$ cat src/rtl/audio_gain_sequencer.sv
// Audio gain sequencer.
//
// Shares one log-volume ROM port and one 16x16 multiplier between the left and
// right channels. For every accepted sample it issues the left ROM address, waits
// ROM_LATENCY cycles, multiplies, then does the same for the right channel. It
// then restores the signs and presents a signed 32-bit pair. A soft-mute
// attenuation register (att_q) ramps toward 255 while muted and toward 0
// otherwise, so mute/unmute is click-free.
//
// Ports:
//   clk_i              system clock
//   reset_i            synchronous, active-high reset
//   sample_ena_i       one-cycle strobe: new sample on audio_l_i/audio_r_i
//   audio_l_i/_r_i     signed 16-bit input samples
//   volume_usb_l_i/_r_i  USB host volume per channel
//   volume_buttons_i   local button volume, shared by both channels
//   mute_i             USB mute request
//   rom_address_o      registered volume ROM address (9 bit)
//   rom_data_i         unsigned ROM gain, valid ROM_LATENCY cycles after address
//   out_l_o/out_r_o    signed 32-bit scaled samples, held between strobes
//   out_valid_o        one-cycle strobe: outputs updated
//   busy_o             high while a sample is in flight
//   muted_o            mute_i high and attenuation saturated at 255
//   overrun_o          sticky: a sample strobe arrived while busy
module audio_gain_sequencer #(
  parameter int unsigned ROM_LATENCY = 1,  // 1..4
  parameter int unsigned RAMP_STEP   = 1   // 1..255
) (
  input  logic        clk_i,
  input  logic        reset_i,
  input  logic        sample_ena_i,
  input  logic [15:0] audio_l_i,
  input  logic [15:0] audio_r_i,
  input  logic [7:0]  volume_usb_l_i,
  input  logic [7:0]  volume_usb_r_i,
  input  logic [7:0]  volume_buttons_i,
  input  logic        mute_i,
  output logic [8:0]  rom_address_o,
  input  logic [15:0] rom_data_i,
  output logic [31:0] out_l_o,
  output logic [31:0] out_r_o,
  output logic        out_valid_o,
  output logic        busy_o,
  output logic        muted_o,
  output logic        overrun_o
);

  localparam logic [2:0] CntLoad = 3'(ROM_LATENCY);
  localparam logic [7:0] Step    = 8'(RAMP_STEP);

  typedef enum logic [1:0] {StIdle, StWaitL, StWaitR, StDone} state_e;

  state_e      state_q, state_d;
  logic [2:0]  cnt_q, cnt_d;
  logic        sign_l_q, sign_l_d, sign_r_q, sign_r_d;
  logic [15:0] abs_l_q, abs_l_d, abs_r_q, abs_r_d;
  logic [31:0] prod_l_q, prod_l_d, prod_r_q, prod_r_d;
  logic [8:0]  rom_addr_q, rom_addr_d;
  logic [31:0] out_l_q, out_l_d, out_r_q, out_r_d;
  logic        out_valid_q, out_valid_d;
  logic [7:0]  att_q, att_d;
  logic        overrun_q, overrun_d;
  logic        muted;

  // ROM address: buttons + usb + 1 minus attenuation, saturating at 0.
  function automatic logic [8:0] vol_addr(logic [7:0] btn, logic [7:0] usb, logic [7:0] att);
    logic [8:0] sum;
    sum = {1'b0, btn} + {1'b0, usb} + 9'd1;
    return (sum > {1'b0, att}) ? (sum - {1'b0, att}) : 9'd0;
  endfunction

  // Magnitude as unsigned, so 16'h8000 maps to 32768.
  function automatic logic [15:0] mag(logic [15:0] x);
    return x[15] ? (~x + 16'd1) : x;
  endfunction

  function automatic logic [31:0] mul(logic [15:0] a, logic [15:0] b);
    return {16'd0, a} * {16'd0, b};
  endfunction

  function automatic logic [31:0] apply_sign(logic s, logic [31:0] p);
    return s ? (~p + 32'd1) : p;
  endfunction

  assign muted = mute_i && (att_q == 8'hFF);

  always_comb begin
    state_d     = state_q;
    cnt_d       = cnt_q;
    sign_l_d    = sign_l_q;
    sign_r_d    = sign_r_q;
    abs_l_d     = abs_l_q;
    abs_r_d     = abs_r_q;
    prod_l_d    = prod_l_q;
    prod_r_d    = prod_r_q;
    rom_addr_d  = rom_addr_q;
    out_l_d     = out_l_q;
    out_r_d     = out_r_q;
    out_valid_d = 1'b0;
    att_d       = att_q;
    // Strobes outside idle (including the done cycle) are dropped and flagged.
    overrun_d   = overrun_q | (sample_ena_i && (state_q != StIdle));

    unique case (state_q)
      StIdle: begin
        if (sample_ena_i) begin
          sign_l_d   = audio_l_i[15];
          sign_r_d   = audio_r_i[15];
          abs_l_d    = mag(audio_l_i);
          abs_r_d    = mag(audio_r_i);
          rom_addr_d = vol_addr(volume_buttons_i, volume_usb_l_i, att_q);
          cnt_d      = CntLoad;
          state_d    = StWaitL;
        end
      end
      StWaitL: begin
        if (cnt_q == 3'd0) begin
          prod_l_d   = mul(abs_l_q, rom_data_i);
          rom_addr_d = vol_addr(volume_buttons_i, volume_usb_r_i, att_q);
          cnt_d      = CntLoad;
          state_d    = StWaitR;
        end else begin
          cnt_d = cnt_q - 3'd1;
        end
      end
      StWaitR: begin
        if (cnt_q == 3'd0) begin
          prod_r_d = mul(abs_r_q, rom_data_i);
          state_d  = StDone;
        end else begin
          cnt_d = cnt_q - 3'd1;
        end
      end
      StDone: begin
        out_l_d     = muted ? 32'd0 : apply_sign(sign_l_q, prod_l_q);
        out_r_d     = muted ? 32'd0 : apply_sign(sign_r_q, prod_r_q);
        out_valid_d = 1'b1;
        if (mute_i) begin
          att_d = ({1'b0, att_q} + {1'b0, Step} > 9'd255) ? 8'hFF : (att_q + Step);
        end else begin
          att_d = (att_q < Step) ? 8'd0 : (att_q - Step);
        end
        state_d = StIdle;
      end
      default: state_d = StIdle;
    endcase
  end

  always_ff @(posedge clk_i) begin
    if (reset_i) begin
      state_q     <= StIdle;
      cnt_q       <= 3'd0;
      sign_l_q    <= 1'b0;
      sign_r_q    <= 1'b0;
      abs_l_q     <= 16'd0;
      abs_r_q     <= 16'd0;
      prod_l_q    <= 32'd0;
      prod_r_q    <= 32'd0;
      rom_addr_q  <= 9'd0;
      out_l_q     <= 32'd0;
      out_r_q     <= 32'd0;
      out_valid_q <= 1'b0;
      att_q       <= 8'hFF;  // fade in after power-up
      overrun_q   <= 1'b0;
    end else begin
      state_q     <= state_d;
      cnt_q       <= cnt_d;
      sign_l_q    <= sign_l_d;
      sign_r_q    <= sign_r_d;
      abs_l_q     <= abs_l_d;
      abs_r_q     <= abs_r_d;
      prod_l_q    <= prod_l_d;
      prod_r_q    <= prod_r_d;
      rom_addr_q  <= rom_addr_d;
      out_l_q     <= out_l_d;
      out_r_q     <= out_r_d;
      out_valid_q <= out_valid_d;
      att_q       <= att_d;
      overrun_q   <= overrun_d;
    end
  end

  assign rom_address_o = rom_addr_q;
  assign out_l_o       = out_l_q;
  assign out_r_o       = out_r_q;
  assign out_valid_o   = out_valid_q;
  assign busy_o        = (state_q != StIdle);
  assign muted_o       = muted;
  assign overrun_o     = overrun_q;

endmodule

$ cat config.mk
export PLATFORM = sky130hd
export DESIGN_NAME = audio_gain_sequencer
export DESIGN_NICKNAME = d
export VERILOG_FILES = /design/src/rtl/audio_gain_sequencer.sv
export SDC_FILE = /design/constraint.sdc
export NUM_CORES = 2
export LEC_CHECK = 0
export ABC_AREA = 1
export CAP_MARGIN = 15
export CORE_ASPECT_RATIO = 1.4
export CORE_UTILIZATION = 25
export DETAILED_ROUTE_END_ITERATION = 10
export PLACE_DENSITY = 0.43
export SLEW_MARGIN = 20
export SYNTH_ARGS = -nofsm -noshare
export SYNTH_HDL_FRONTEND = slang
export SYNTH_SLANG_ARGS = --single-unit
$ cat constraint.sdc
create_clock -name clk_i -period 7.6 [get_ports clk_i]
set_input_delay 1.52 -clock clk_i [delete_from_list [all_inputs] [get_ports clk_i]]
set_output_delay 1.52 -clock clk_i [all_outputs]
set_load 0.005 [all_outputs]
==> results.py <==
metrics = {
    "global_routing": {
        "antenna_found_initial": 7,
        "grt_pass1_vias": 27200,
        "grt_pass1_wl_mm": 153,
        "grt_overflow": 0,
        "grt_max_degree": 78,
        "grt_usage_pct": 16.3,
    },
    "sta": {
        "rsz0062_at_grt": "no",
        "fin_skew_ns": 0.0149,
        "whs_ns": 0.466,
        "hold_viol": 0,
        "period_needed_ns": 6.95,
        "maxSlewHeadroom_pct": 32.4,
        "slew_violations": 0,
        "finalCritPeriodShare_pct": 91.4,
        "setup_tns_ns": 0,
        "timing.fmax_mhz": 144,
        "report.final.setup_viol": 0,
        "tightest_slew_ns": 1.01,
    },
    "route": {
        "wire_per_inst_um": 16.1,
        "drtIter0Drc": 1238,
        "remaining_drc_errors": 0,
        "vias": 26200,
        "drt-total-wl_mm": 96.7,
        "ant_nets": 0,
        "viasPerCell": 4.38,
        "first_pass_iters": 5,
    },
    "synth": {
        "ys_async_sr_fraction_pct": 0,
        "synth_ff_type": "dfxtp_1",
        "synth_nets": 5069,
        "synthDistinctLibCells": 47,
        "synth_edf_count": 0,
        "avgSynthCellArea_um2": 6.82,
        "syn_inst": 4348,
        "yosysSeqAreaShare_pct": 12.6,
        "yosysWarnings": 0,
        "ys_ff_latch": 186,
        "synth.cell_area_um2": 29700,
    },
    "clock_network": {
        "cts_tree": "built",
        "postCtsSetupBuffers": 0,
        "clkLatencyLatePin_ns": 0.48,
        "ctsHoldBuffers": 0,
        "postCtsResizedCells": 0,
        "root_buffer": "clkbuf_16",
        "path_clk_slew_ns": 0.08,
        "clk_path_buf_depth": 2,
        "cts-htree-levels": 4,
        "clock-sinks": 186,
        "cts_buffers": 17,
    },
    "final_layout": {
        "synthToLayoutAreaGrowth_pct": 13.3,
        "nets": 5114,
        "drive_above_1_share_pct": 2.63,
        "antennaDiodeCount": 0,
    },
    "setup_path": {
        "path_delay_family": "adder cells",
        "r2r_cells": 23,
        "start_kind": "input pin",
        "rrSetupSlack_ns": 1.44,
        "critPathArrivalTime_ns": 7.32,
        "crit_chain": "clkdlybuf4s50_1, buf_12, nand2_1, fa_1, fa_1, fa_1, fa_1, inv_1, fa_1, inv_1, fa_1, inv_1, ha_1, nand2_1, inv_1, a21oi_1, nand3_1, nand2_1, nand2_1, nand2_1, nand2_1, o21ai_0, inv_1",
        "critical_path_depth": 23,
        "r2r-start": "abs_l_q[6]$_SDFFE_PP0P_",
        "crit_path_start": "rom_data_i[1]",
        "cp-endpoint": "prod_l_q[17]$_SDFFE_PP0P_",
        "cpPeakStageDelay_ns": 0.58,
        "cp_max_fo": 24,
        "crit_buf_inv": 7,
        "crit_slowest_cell": "fa_1",
        "required_ns": 7.97,
        "worstReg2RegEnd": "prod_l_q[17]$_SDFFE_PP0P_",
        "critPathKind": "in2reg",
        "cp-end-kind": "flop",
    },
    "outcome": {
        "status": "finished, final reports clean",
    },
    "floorplan": {
        "io_pins": 153,
        "dieArea_um2": 120000,
        "chipHeight_um": 410,
        "fp-row-count": 149,
        "fp.dieW_um": 293,
        "core_area_um2": 118000,
        "start_util_pct": 25.2,
    },
    "placement": {
        "numPortBuffers": 152,
        "dp_hpwl_mm": 78.4,
        "finalWeightedCongestion": 0.928,
    },
    "hold_path": {
        "hold_path.class": "reg2reg",
    },
    "flow_run": {
        "maxCapViolCount": 0,
    },
}
==> area by class of cell <==
| class | instances | area (µm²) |
|---|---|---|
| multi-input combinational | 2943 | 21300 |
| inverter | 1039 | 3910 |
| tap | 1585 | 1980 |
| clock buffer | 18 | 439 |
| sequential | 186 | 3720 |
| timing repair buffer | 206 | 2110 |
| fill | 13200 | 84200 |
| clock inverter | 14 | 158 |
==> routing by layer <==
layer / global-route usage, % / vias to the layer above / wire (µm)
li1: - / 13100 / -
met1: 20.4 / 12700 / 42600
met2: 30.1 / 354 / 49600
met3: 1.29 / 73 / 2780
met4: 3.92 / 14 / 1640
met5: 0 / - / 78
==> cell usage after synthesis, types with 4 or more instances <==
| master | n | area, µm² |
|---|---|---|
| nand2_1 | 1201 | 4510 |
| inv_1 | 1031 | 3870 |
| fa_1 | 392 | 7850 |
| nor2_1 | 264 | 991 |
| ha_1 | 253 | 3170 |
| a21oi_1 | 242 | 1210 |
| nand3_1 | 211 | 1060 |
| dfxtp_1 | 186 | 3720 |
| clkbuf_1 | 161 | 604 |
| o21ai_0 | 138 | 691 |
| xor2_1 | 64 | 561 |
| nand4_1 | 49 | 307 |
| nor3_1 | 29 | 145 |
| xnor2_1 | 18 | 158 |
| o211ai_1 | 16 | 120 |
| o21bai_1 | 9 | 67.6 |
| o21a_1 | 6 | 45.0 |
| buf_1 | 5 | 18.8 |
| buf_2 | 5 | 25.0 |
| buf_6 | 5 | 56.3 |
| or2_2 | 5 | 31.3 |
| a31oi_1 | 4 | 25.0 |
| inv_2 | 4 | 15.0 |
| nand3b_1 | 4 | 30.0 |
| nor2_2 | 4 | 25.0 |
| nor4_1 | 4 | 25.0 |
| o211ai_2 | 4 | 50.1 |
==> worst min-delay path, cell delays in order (launching register included) <==
cell     delay [ns]
dfxtp_1        0.31
nand2_1        0.06
a21oi_1        0.05
==> worst min path at each step <==
stage                                          end  slack (ns)                startpoint  depth (start not counted)
after floorplan            out_r_o[0]$_SDFFE_PP0P_        0.44  prod_r_q[0]$_SDFFE_PP0P_                          2
after global placement        overrun_o$_SDFF_PP0_        0.45      overrun_o$_SDFF_PP0_                          2
after detailed placement  out_r_o[16]$_SDFFE_PP0P_        0.46  out_r_o[16]$_SDFFE_PP0P_                          2
after CTS                 out_r_o[16]$_SDFFE_PP0P_        0.47  out_r_o[16]$_SDFFE_PP0P_                          2
after global routing       out_l_o[2]$_SDFFE_PP0P_        0.48   out_l_o[2]$_SDFFE_PP0P_                          2
final                     out_r_o[16]$_SDFFE_PP0P_        0.47  out_r_o[16]$_SDFFE_PP0P_                          2
==> sequential cells by signal (all words and copies together), names as in the netlist <==
signal and count:
prod_r_q 32, sign_r_q 1, prod_l_q 32, sign_l_q 1
cnt_q 3, overrun_o 1, att_q 8, out_valid_o 1
out_l_o 32, abs_l_q 16, abs_r_q 16, state_q 2
out_r_o 32, rom_address_o 9
==> stage by stage <==
stage	utilization (%)	cell area, µm²	cells	setup WS, ns
2_1_floorplan	-	29700	4348	1.29
3_3_place_gp	28.0	33000	5959	0.161
3_5_place_dp	28.0	33000	5959	0.178
4_1_cts	28.5	33600	5991	0.698
5_1_grt	28.5	33600	5991	0.355
6_report	28.5	33600	5991	0.651
==> cells by family (layout without fill, tap and decap cells) <==
group | Yosys count | after routing | synth area share [%]
simple gates | 1781 | 1781 | 24.3
buf+inv | 1219 | 1277 | 15.7
fa+ha+maj | 645 | 645 | 37.1
compound gates | 435 | 435 | 7.86
flops | 186 | 186 | 12.6
xor+xnor | 82 | 82 | 2.42
==> cell usage in the layout, fill, tap and decap left out, types with 3 or more instances in the layout <==
master	synthesis	final
clkinv_2	0	3
inv_1	1031	1031
a211oi_1	3	3
o21ai_1	3	3
fa_1	392	392
clkdlybuf4s50_1	0	151
o21bai_1	9	9
o211ai_1	16	16
o221ai_1	3	3
o21a_1	6	6
nand3b_1	4	4
nor3_1	29	29
a31oi_1	4	4
dfxtp_1	186	186
nand2_1	1201	1201
ha_1	253	253
xnor2_1	18	18
o211ai_2	4	4
nor4_1	4	4
nor2_1	264	264
xor2_1	64	64
inv_2	4	4
inv_4	3	3
buf_12	0	15
nor2_2	4	4
inv_6	0	6
a21oi_1	242	242
nand2_2	3	3
o21ai_0	138	138
nand4_1	49	49
clkbuf_16	0	17
nand3_1	211	211
buf_4	1	40
or2_2	5	5
Power is left out: the tool's default activity adds up to more than one toggle a clock period on the data nets, which glitch-free logic cannot reach.
